### src/rtl/sample_ctrl_pkg.sv
// sample_ctrl_pkg: state encoding and default sizing shared by the capture sequencer files
package sample_ctrl_pkg;
    localparam int DEF_NUM_POINTS     = 64;
    localparam int DEF_DATA_W         = 8;
    localparam int DEF_TIMEOUT_CYCLES = 2097152;
    typedef enum logic [2:0] {S_IDLE, S_ARM, S_CAPTURE, S_DRAIN, S_HOLDOFF, S_ERROR} state_t;
endpackage

### src/rtl/capture_frame_buf.sv
// capture_frame_buf: one-frame register file, synchronous write, asynchronous read
module capture_frame_buf
    import sample_ctrl_pkg::*;
#(
    parameter int NUM_POINTS = DEF_NUM_POINTS,
    parameter int DATA_W     = DEF_DATA_W
) (
    input  logic                          clk_100M,
    input  logic                          wr_en,
    input  logic [$clog2(NUM_POINTS)-1:0] wr_addr,
    input  logic [DATA_W-1:0]             wr_data,
    input  logic [$clog2(NUM_POINTS)-1:0] rd_addr,
    output logic [DATA_W-1:0]             rd_data
);
    logic [DATA_W-1:0] mem [NUM_POINTS];
    // One word stored per accepted sampler strobe
    always_ff @(posedge clk_100M) begin
        if (wr_en) mem[wr_addr] <= wr_data;
    end
    assign rd_data = mem[rd_addr];
endmodule

### src/rtl/sample_capture_ctrl.sv
// sample_capture_ctrl: sampler capture sequencer with retry and frame streaming; SAMPLE_CTRL_TIMEOUT_EN enables the capture timeout
module sample_capture_ctrl
    import sample_ctrl_pkg::*;
#(
    parameter int NUM_POINTS     = DEF_NUM_POINTS,
    parameter int DATA_W         = DEF_DATA_W,
    parameter int ARM_LOW        = 4,
    parameter int TIMEOUT_CYCLES = DEF_TIMEOUT_CYCLES,
    parameter int RETRY_MAX      = 3,
    parameter int HOLDOFF_CYCLES = 1000
) (
    input  logic              clk_100M,
    input  logic              rst_n,
    input  logic              start,
    input  logic              cont_mode,
    input  logic              abort,
    input  logic              err_clr,
    output logic              sampler_en,
    input  logic              sampler_done,
    input  logic [DATA_W-1:0] sampler_data,
    output logic              frm_valid,
    input  logic              frm_ready,
    output logic [DATA_W-1:0] frm_data,
    output logic              frm_last,
    output logic              busy,
    output logic              err_timeout,
    output logic [15:0]       frame_cnt
);
    localparam int PW = $clog2(NUM_POINTS) + 1;
    localparam int RW = $clog2(RETRY_MAX + 1);
    localparam int AW = $clog2(ARM_LOW) + 1;
    localparam int HW = $clog2(HOLDOFF_CYCLES) + 1;

    state_t            state;
    logic [PW-1:0]     wr_idx, rd_idx;
    logic [RW-1:0]     retry_cnt;
    logic [AW-1:0]     arm_cnt;
    logic [HW-1:0]     hold_cnt;
    logic [DATA_W-1:0] rd_word;
    logic              timeout, complete, fail;

`ifdef SAMPLE_CTRL_TIMEOUT_EN
    localparam int TW = $clog2(TIMEOUT_CYCLES) + 1;
    logic [TW-1:0] to_cnt;
    assign timeout = to_cnt == TW'(TIMEOUT_CYCLES - 1);
    // Attempt timer: held at zero outside CAPTURE, counts up and saturates at the limit inside it
    always_ff @(posedge clk_100M) begin
        if (!rst_n || state != S_CAPTURE) to_cnt <= '0;
        else if (!timeout) to_cnt <= to_cnt + 1'b1;
    end
`else
    // No attempt timer: CAPTURE waits for a burst indefinitely
    assign timeout = 1'b0 & (TIMEOUT_CYCLES != 0);
`endif

    assign complete = sampler_done && wr_idx == PW'(NUM_POINTS - 1);
    assign fail     = !complete && (timeout || (!sampler_done && wr_idx != '0));
    assign frm_data = frm_valid ? rd_word : '0;
    assign frm_last = frm_valid && rd_idx == PW'(NUM_POINTS - 1);

    capture_frame_buf #(.NUM_POINTS(NUM_POINTS), .DATA_W(DATA_W)) u_buf (
        .clk_100M (clk_100M),
        .wr_en    (state == S_CAPTURE && sampler_done),
        .wr_addr  (wr_idx[PW-2:0]),
        .wr_data  (sampler_data),
        .rd_addr  (rd_idx[PW-2:0]),
        .rd_data  (rd_word)
    );

    // Sequencer: state, counters and every registered output move together
    always_ff @(posedge clk_100M) begin
        if (!rst_n) begin
            state       <= S_IDLE;
            sampler_en  <= 1'b0;
            frm_valid   <= 1'b0;
            busy        <= 1'b0;
            err_timeout <= 1'b0;
            frame_cnt   <= '0;
            wr_idx      <= '0;
            rd_idx      <= '0;
            retry_cnt   <= '0;
            arm_cnt     <= '0;
            hold_cnt    <= '0;
        end else if (abort && state != S_ERROR) begin
            state      <= S_IDLE;
            sampler_en <= 1'b0;
            frm_valid  <= 1'b0;
            busy       <= 1'b0;
            retry_cnt  <= '0;
        end else begin
            case (state)
                S_IDLE: begin
                    if (start || cont_mode) begin
                        state   <= S_ARM;
                        busy    <= 1'b1;
                        arm_cnt <= '0;
                        wr_idx  <= '0;
                    end
                end
                S_ARM: begin
                    if (arm_cnt == AW'(ARM_LOW - 1)) begin
                        state      <= S_CAPTURE;
                        sampler_en <= 1'b1;
                    end else arm_cnt <= arm_cnt + 1'b1;
                end
                S_CAPTURE: begin
                    if (complete) begin
                        state      <= S_DRAIN;
                        sampler_en <= 1'b0;
                        frm_valid  <= 1'b1;
                        rd_idx     <= '0;
                    end else if (fail) begin
                        sampler_en <= 1'b0;
                        wr_idx     <= '0;
                        arm_cnt    <= '0;
                        if (retry_cnt < RW'(RETRY_MAX)) begin
                            retry_cnt <= retry_cnt + 1'b1;
                            state     <= S_ARM;
                        end else begin
                            state       <= S_ERROR;
                            busy        <= 1'b0;
                            err_timeout <= 1'b1;
                        end
                    end else if (sampler_done) wr_idx <= wr_idx + 1'b1;
                end
                S_DRAIN: begin
                    if (frm_ready) begin
                        if (rd_idx == PW'(NUM_POINTS - 1)) begin
                            frm_valid <= 1'b0;
                            frame_cnt <= frame_cnt + 16'd1;
                            retry_cnt <= '0;
                            hold_cnt  <= '0;
                            busy      <= cont_mode;
                            state     <= cont_mode ? S_HOLDOFF : S_IDLE;
                        end else rd_idx <= rd_idx + 1'b1;
                    end
                end
                S_HOLDOFF: begin
                    if (!cont_mode) begin
                        state <= S_IDLE;
                        busy  <= 1'b0;
                    end else if (hold_cnt == HW'(HOLDOFF_CYCLES - 1)) begin
                        state   <= S_ARM;
                        arm_cnt <= '0;
                        wr_idx  <= '0;
                    end else hold_cnt <= hold_cnt + 1'b1;
                end
                S_ERROR: begin
                    if (err_clr) begin
                        state       <= S_IDLE;
                        err_timeout <= 1'b0;
                        retry_cnt   <= '0;
                    end
                end
                default: state <= S_IDLE;
            endcase
        end
    end
endmodule
### config.mk
export PLATFORM = sky130hd
export DESIGN_NAME = sample_capture_ctrl
export DESIGN_NICKNAME = d
export VERILOG_FILES = /design/src/rtl/sample_ctrl_pkg.sv /design/src/rtl/capture_frame_buf.sv /design/src/rtl/sample_capture_ctrl.sv
export SDC_FILE = /design/constraint.sdc
export NUM_CORES = 1
export LEC_CHECK = 0
export BUFFER_PORTS_ARGS = -buffer_cell sky130_fd_sc_hd__buf_4
export CAP_MARGIN = 20
export CORE_MARGIN = 2
export CORE_UTILIZATION = 45
export DETAILED_ROUTE_END_ITERATION = 10
export HOLD_SLACK_MARGIN = 0.12
export PLACE_DENSITY = 0.67
export SYNTH_ARGS = -nofsm -noshare
export SYNTH_HDL_FRONTEND = slang
export SYNTH_SLANG_ARGS = --single-unit
### constraint.sdc
create_clock -name clk_100M -period 2.9 [get_ports clk_100M]
set_input_delay 0.29 -clock clk_100M [delete_from_list [all_inputs] [get_ports clk_100M]]
set_output_delay 0.29 -clock clk_100M [all_outputs]
set_load 0.01 [all_outputs]
==> results.md <==
Synth:
- After synthesis, the most frequently instantiated cells are 512 x sky130_fd_sc_hd__edfxtp_1, 129 x sky130_fd_sc_hd__mux4_2, 111 x sky130_fd_sc_hd__nor2_1, 59 x sky130_fd_sc_hd__dfxtp_1, 44 x sky130_fd_sc_hd__nand2_1.
- The Yosys step of the flow raised 0 warnings.
- The number of library cell types mapped by synthesis is 71.
- In this run the cell area of the synthesized design comes to 23,000 sq um.
- After technology mapping, the gate count stands at 1,294.
- The top cell type by area accounts for 66.7% of the synthesized area.
- The number of enable-type register cells in the synthesized netlist is 512.
- The share of async-settable or async-resettable flops after synthesis is 0%.
- The number of nets handed over by synthesis was 1,318.
- The sequential cell area fraction in the yosys report is 71.9%.
- The cell type contributing the most total cell area after synthesis is sky130_fd_sc_hd__edfxtp_1.
- For this run, the leading register cell type out of synthesis is sky130_fd_sc_hd__edfxtp_1.
- In the post-synthesis netlist, the biggest area contributors are sky130_fd_sc_hd__edfxtp_1 67%, sky130_fd_sc_hd__mux4_2 13%, sky130_fd_sc_hd__dfxtp_1 5.1%, sky130_fd_sc_hd__nor2_1 1.8%, sky130_fd_sc_hd__mux2i_1 1.3%.
- After synthesis the netlist holds a flip-flop and latch count of 571.
- The library cell with the highest instance count after synthesis is sky130_fd_sc_hd__edfxtp_1.
- After synthesis, the mean cell area works out to 17.8 sq um.

GRT:
- The via count of the first global-routing pass is 13,207.
- The first-pass GRT wire length is 84,500 um.
- The pin count of the biggest net entering global routing is 65.
- The final global-route overflow total is 0.
- The number of antenna violations at the first check in global routing is 0.
- The combined global-route utilization of all metal layers is 21.5%.

STA:
- The count of final setup violators is 8.
- The worst pin sits at a relative slew slack of 35.6%.
- Setup slack on the critical path of the routed design comes to -0.199 ns.
- The minimum hold slack is 0.178 ns.
- The final critical path takes up 107% of the cycle.
- The number of endpoints with negative hold slack in the final report is 0.
- The sum of negative setup slack is -1.27 ns.
- The smallest clock period supported by the final layout is computed as 3.10 ns.
- The count of final max-slew check failures came to 0.
- For this run, the top clock speed supported by timing is 0.323 GHz.
- Setup repair after global routing could not meet its margin everywhere.
- Between clock sinks in the finished design, the worst skew comes to 0.0372 ns.
- The slew at the pin closest to its max-slew limit is 0.965 ns.

Setup path:
- Of all nets on the critical path, the largest fanout is 7.
- In this run the critical register-to-register path is launched from wr_idx[5].
- The critical path class is reg2out.
- The signal on the critical path passes through buf_12 > buf_12 > buf_16 > buf_6 > mux4_2 > a22oi_2 > nand3_2 > a32o_2 > buf_6.
- The largest individual stage delay along the critical path comes from the cell sky130_fd_sc_hd__mux4_2.
- The length in cells of the worst reg-to-reg path is 4.
- In this design, the stage delay of the slowest critical-path cell is 0.52 ns.
- STA classifies the critical path endpoint as an output pin.
- Data on the critical path is required at its endpoint by 2.61 ns.
- The worst setup path is launched from a flip-flop.
- The arrival time reported for the critical path endpoint is 2.81 ns.

Placed design:
- After legalization and detailed placement, the total HPWL measured 34,500 um.
- The final weighted congestion in routability-driven placement is 0.823.
- In this run the cell area measured after placement is 25,000 sq um.
- The count of buffers from port buffering is 44.

Power:
- The static power due to leakage is 8.87 nW.
- The maximum vdd drop is 515 uV.
- The power density normalized to cell area is 600 nW/um^2.

Die:
- In this run the core area contains 82 standard-cell rows.
- The floorplan step set the die height to 230 um.
- The area inside the core boundary is 50,400 sq um.
- Once the floorplan was initialized, standard cells occupied 45.7% of the core.
- The number of top-level pins is 45.
- The die area is 53,000 sq um.
- The horizontal die dimension is 230 um.

Detailed routing:
- For this run, design rule violations remaining after detail routing come to 0.
- After the first detailed-routing iteration, the DRC count stood at 1,440.
- The count of nets left with antenna violations once routing finished came out at 0.
- The aggregate routed wire length is 56,200 um.
- In the final routed layout, each cell accounts on average for 25.3 um.
- The length of the first detailed-routing pass in iterations is 5.
- Detailed routing inserted a total of 13,155 vias.
- Dividing the detail-routed via count by the number of cells gives 5.93.

Status:
- The final reports fail on setup timing.
- The run finished, with violations left.

Clocking:
- Buffers inserted during clock tree synthesis total 57.
- Clock tree synthesis selected as its root buffer the cell sky130_fd_sc_hd__clkbuf_16.
- Clock-pin slew was measured on the worst setup and hold paths at 0.06 ns.
- The count of H-tree levels built during CTS is 2.
- TritonCTS built the clock tree.
- For this design, the sink count on the clock tree is 571.
- The largest buffer count on any clock path is 3.
- The later pin in the worst-skew pair is clocked with a latency of 0.65 ns.

Hold path:
- Counting instances, the worst hold path has a depth of 5.
- The classification of the worst-slack hold path is in2reg.
- The worst hold path begins at cont_mode.

Finish:
- The area of all placed cells without fillers is 27,800 sq um.
- For this run, the post-layout net count is 1,522.
- The area added between synthesis and finish is 20.8%.
- The share of the core filled with cells is 55.3%.
- After filler insertion, the fill cell instance count of the layout stands at 3,829.
- 0 antenna diodes ended up in the layout.
- In the final layout, the share of cells above drive strength 1 is 31.8%.

Flow run:
- The max-cap check violation count is 0.
flip-flops by register name (all words and copies together), names as in the netlist, named ones only:
| name | cells |
|---|---|
| arm_cnt | 3 |
| busy | 1 |
| err_timeout | 1 |
| frame_cnt | 16 |
| frm_valid | 1 |
| hold_cnt | 11 |
| rd_idx | 7 |
| retry_cnt | 2 |
| sampler_en | 1 |
| state | 3 |
| u_buf.mem | 512 |
| wr_idx | 7 |
logic make-up after synthesis:
| family | after synthesis | share of synthesized area, % |
|---|---|---|
| fa+ha+maj | 8 | 0.434 |
| compound gates | 151 | 4.65 |
| flops | 571 | 71.9 |
| simple gates | 305 | 6.76 |
| xor+xnor | 18 | 0.684 |
| buf+inv | 79 | 1.55 |
| mux | 162 | 14.1 |
final cells by class:
class                           instances  area [sq um]  area share (%)
Clock inverter                         38           417            1.50
Timing Repair Buffer                  210          2060            7.39
Sequential cell                       571         16600            59.5
Clock buffer                           70          1490            5.34
Tap cell                              672           841            3.02
Inverter                               14          52.6           0.189
Multi-Input combinational cell        644          6410            23.0
timing repair:
item	CTS	global route
endpoints found under the setup margin	8	8
pin swaps	19	5
hold endpoints to repair	13	0
hold buffers	3	0
cloned	7	0
setup buffers	36	0
gates resized for setup	66	14
critical path, delay by kind of cell (launching register included):
kind            cells  cell delay [ns]
mux                 1             0.52
simple gates        1             0.19
compound gates      2             0.51
buf+inv             5             0.59
flops               1             0.37
power breakdown:
part           leakage, nW  switching [mW]  total [mW]  internal [mW]
combinational         2.86           0.213       0.279         0.0657
clock                0.926            3.17        7.46           4.29
sequential            5.08         0.00423        8.96           8.95
total                 8.87            3.39        16.7           13.3
cells in the final DEF (no fill, tap or decap), drive strengths merged, types with 15 or more instances in the layout:
cell / netlist / routed
edfxtp: 512 / 512
mux2i: 29 / 29
nor3: 16 / 16
mux4: 129 / 129
nand3: 26 / 26
buf: 41 / 204
o21ai: 24 / 24
clkbuf: 24 / 70
dfxtp: 59 / 59
clkinv: 1 / 28
a21oi: 38 / 38
nor2b: 15 / 15
nand2: 44 / 44
nor2: 111 / 111
worst paths after layout:
kind / to / slack (ns)
worst max-delay path: frm_data[7] / -0.20
worst min-delay path: busy / 0.18
worst max register to register: flip-flop / 0.44
worst min register to register: rd_idx[6] / 0.48
routing by layer:
metal | global-route usage [%] | part of all wire [%] | vias to the layer above
li1 | - | - | 5678
met3 | 4.89 | 8.1 | 97
met2 | 34.4 | 48 | 542
met5 | 0 | 0 | -
met4 | 6.39 | 2.7 | 0
met1 | 29.7 | 41 | 6838
stage by stage:
step | instances | power (mW) | setup slack (ns)
after floorplan | 1294 | 9.24 | 0.574
after global placement | 2066 | 9.40 | 0.207
after detailed placement | 2066 | 9.41 | 0.142
after CTS | 2220 | 16.8 | -0.202
after global routing | 2219 | 17.2 | -0.250
final | 2219 | 16.7 | -0.199
Power figures use the tool's default switching activity.
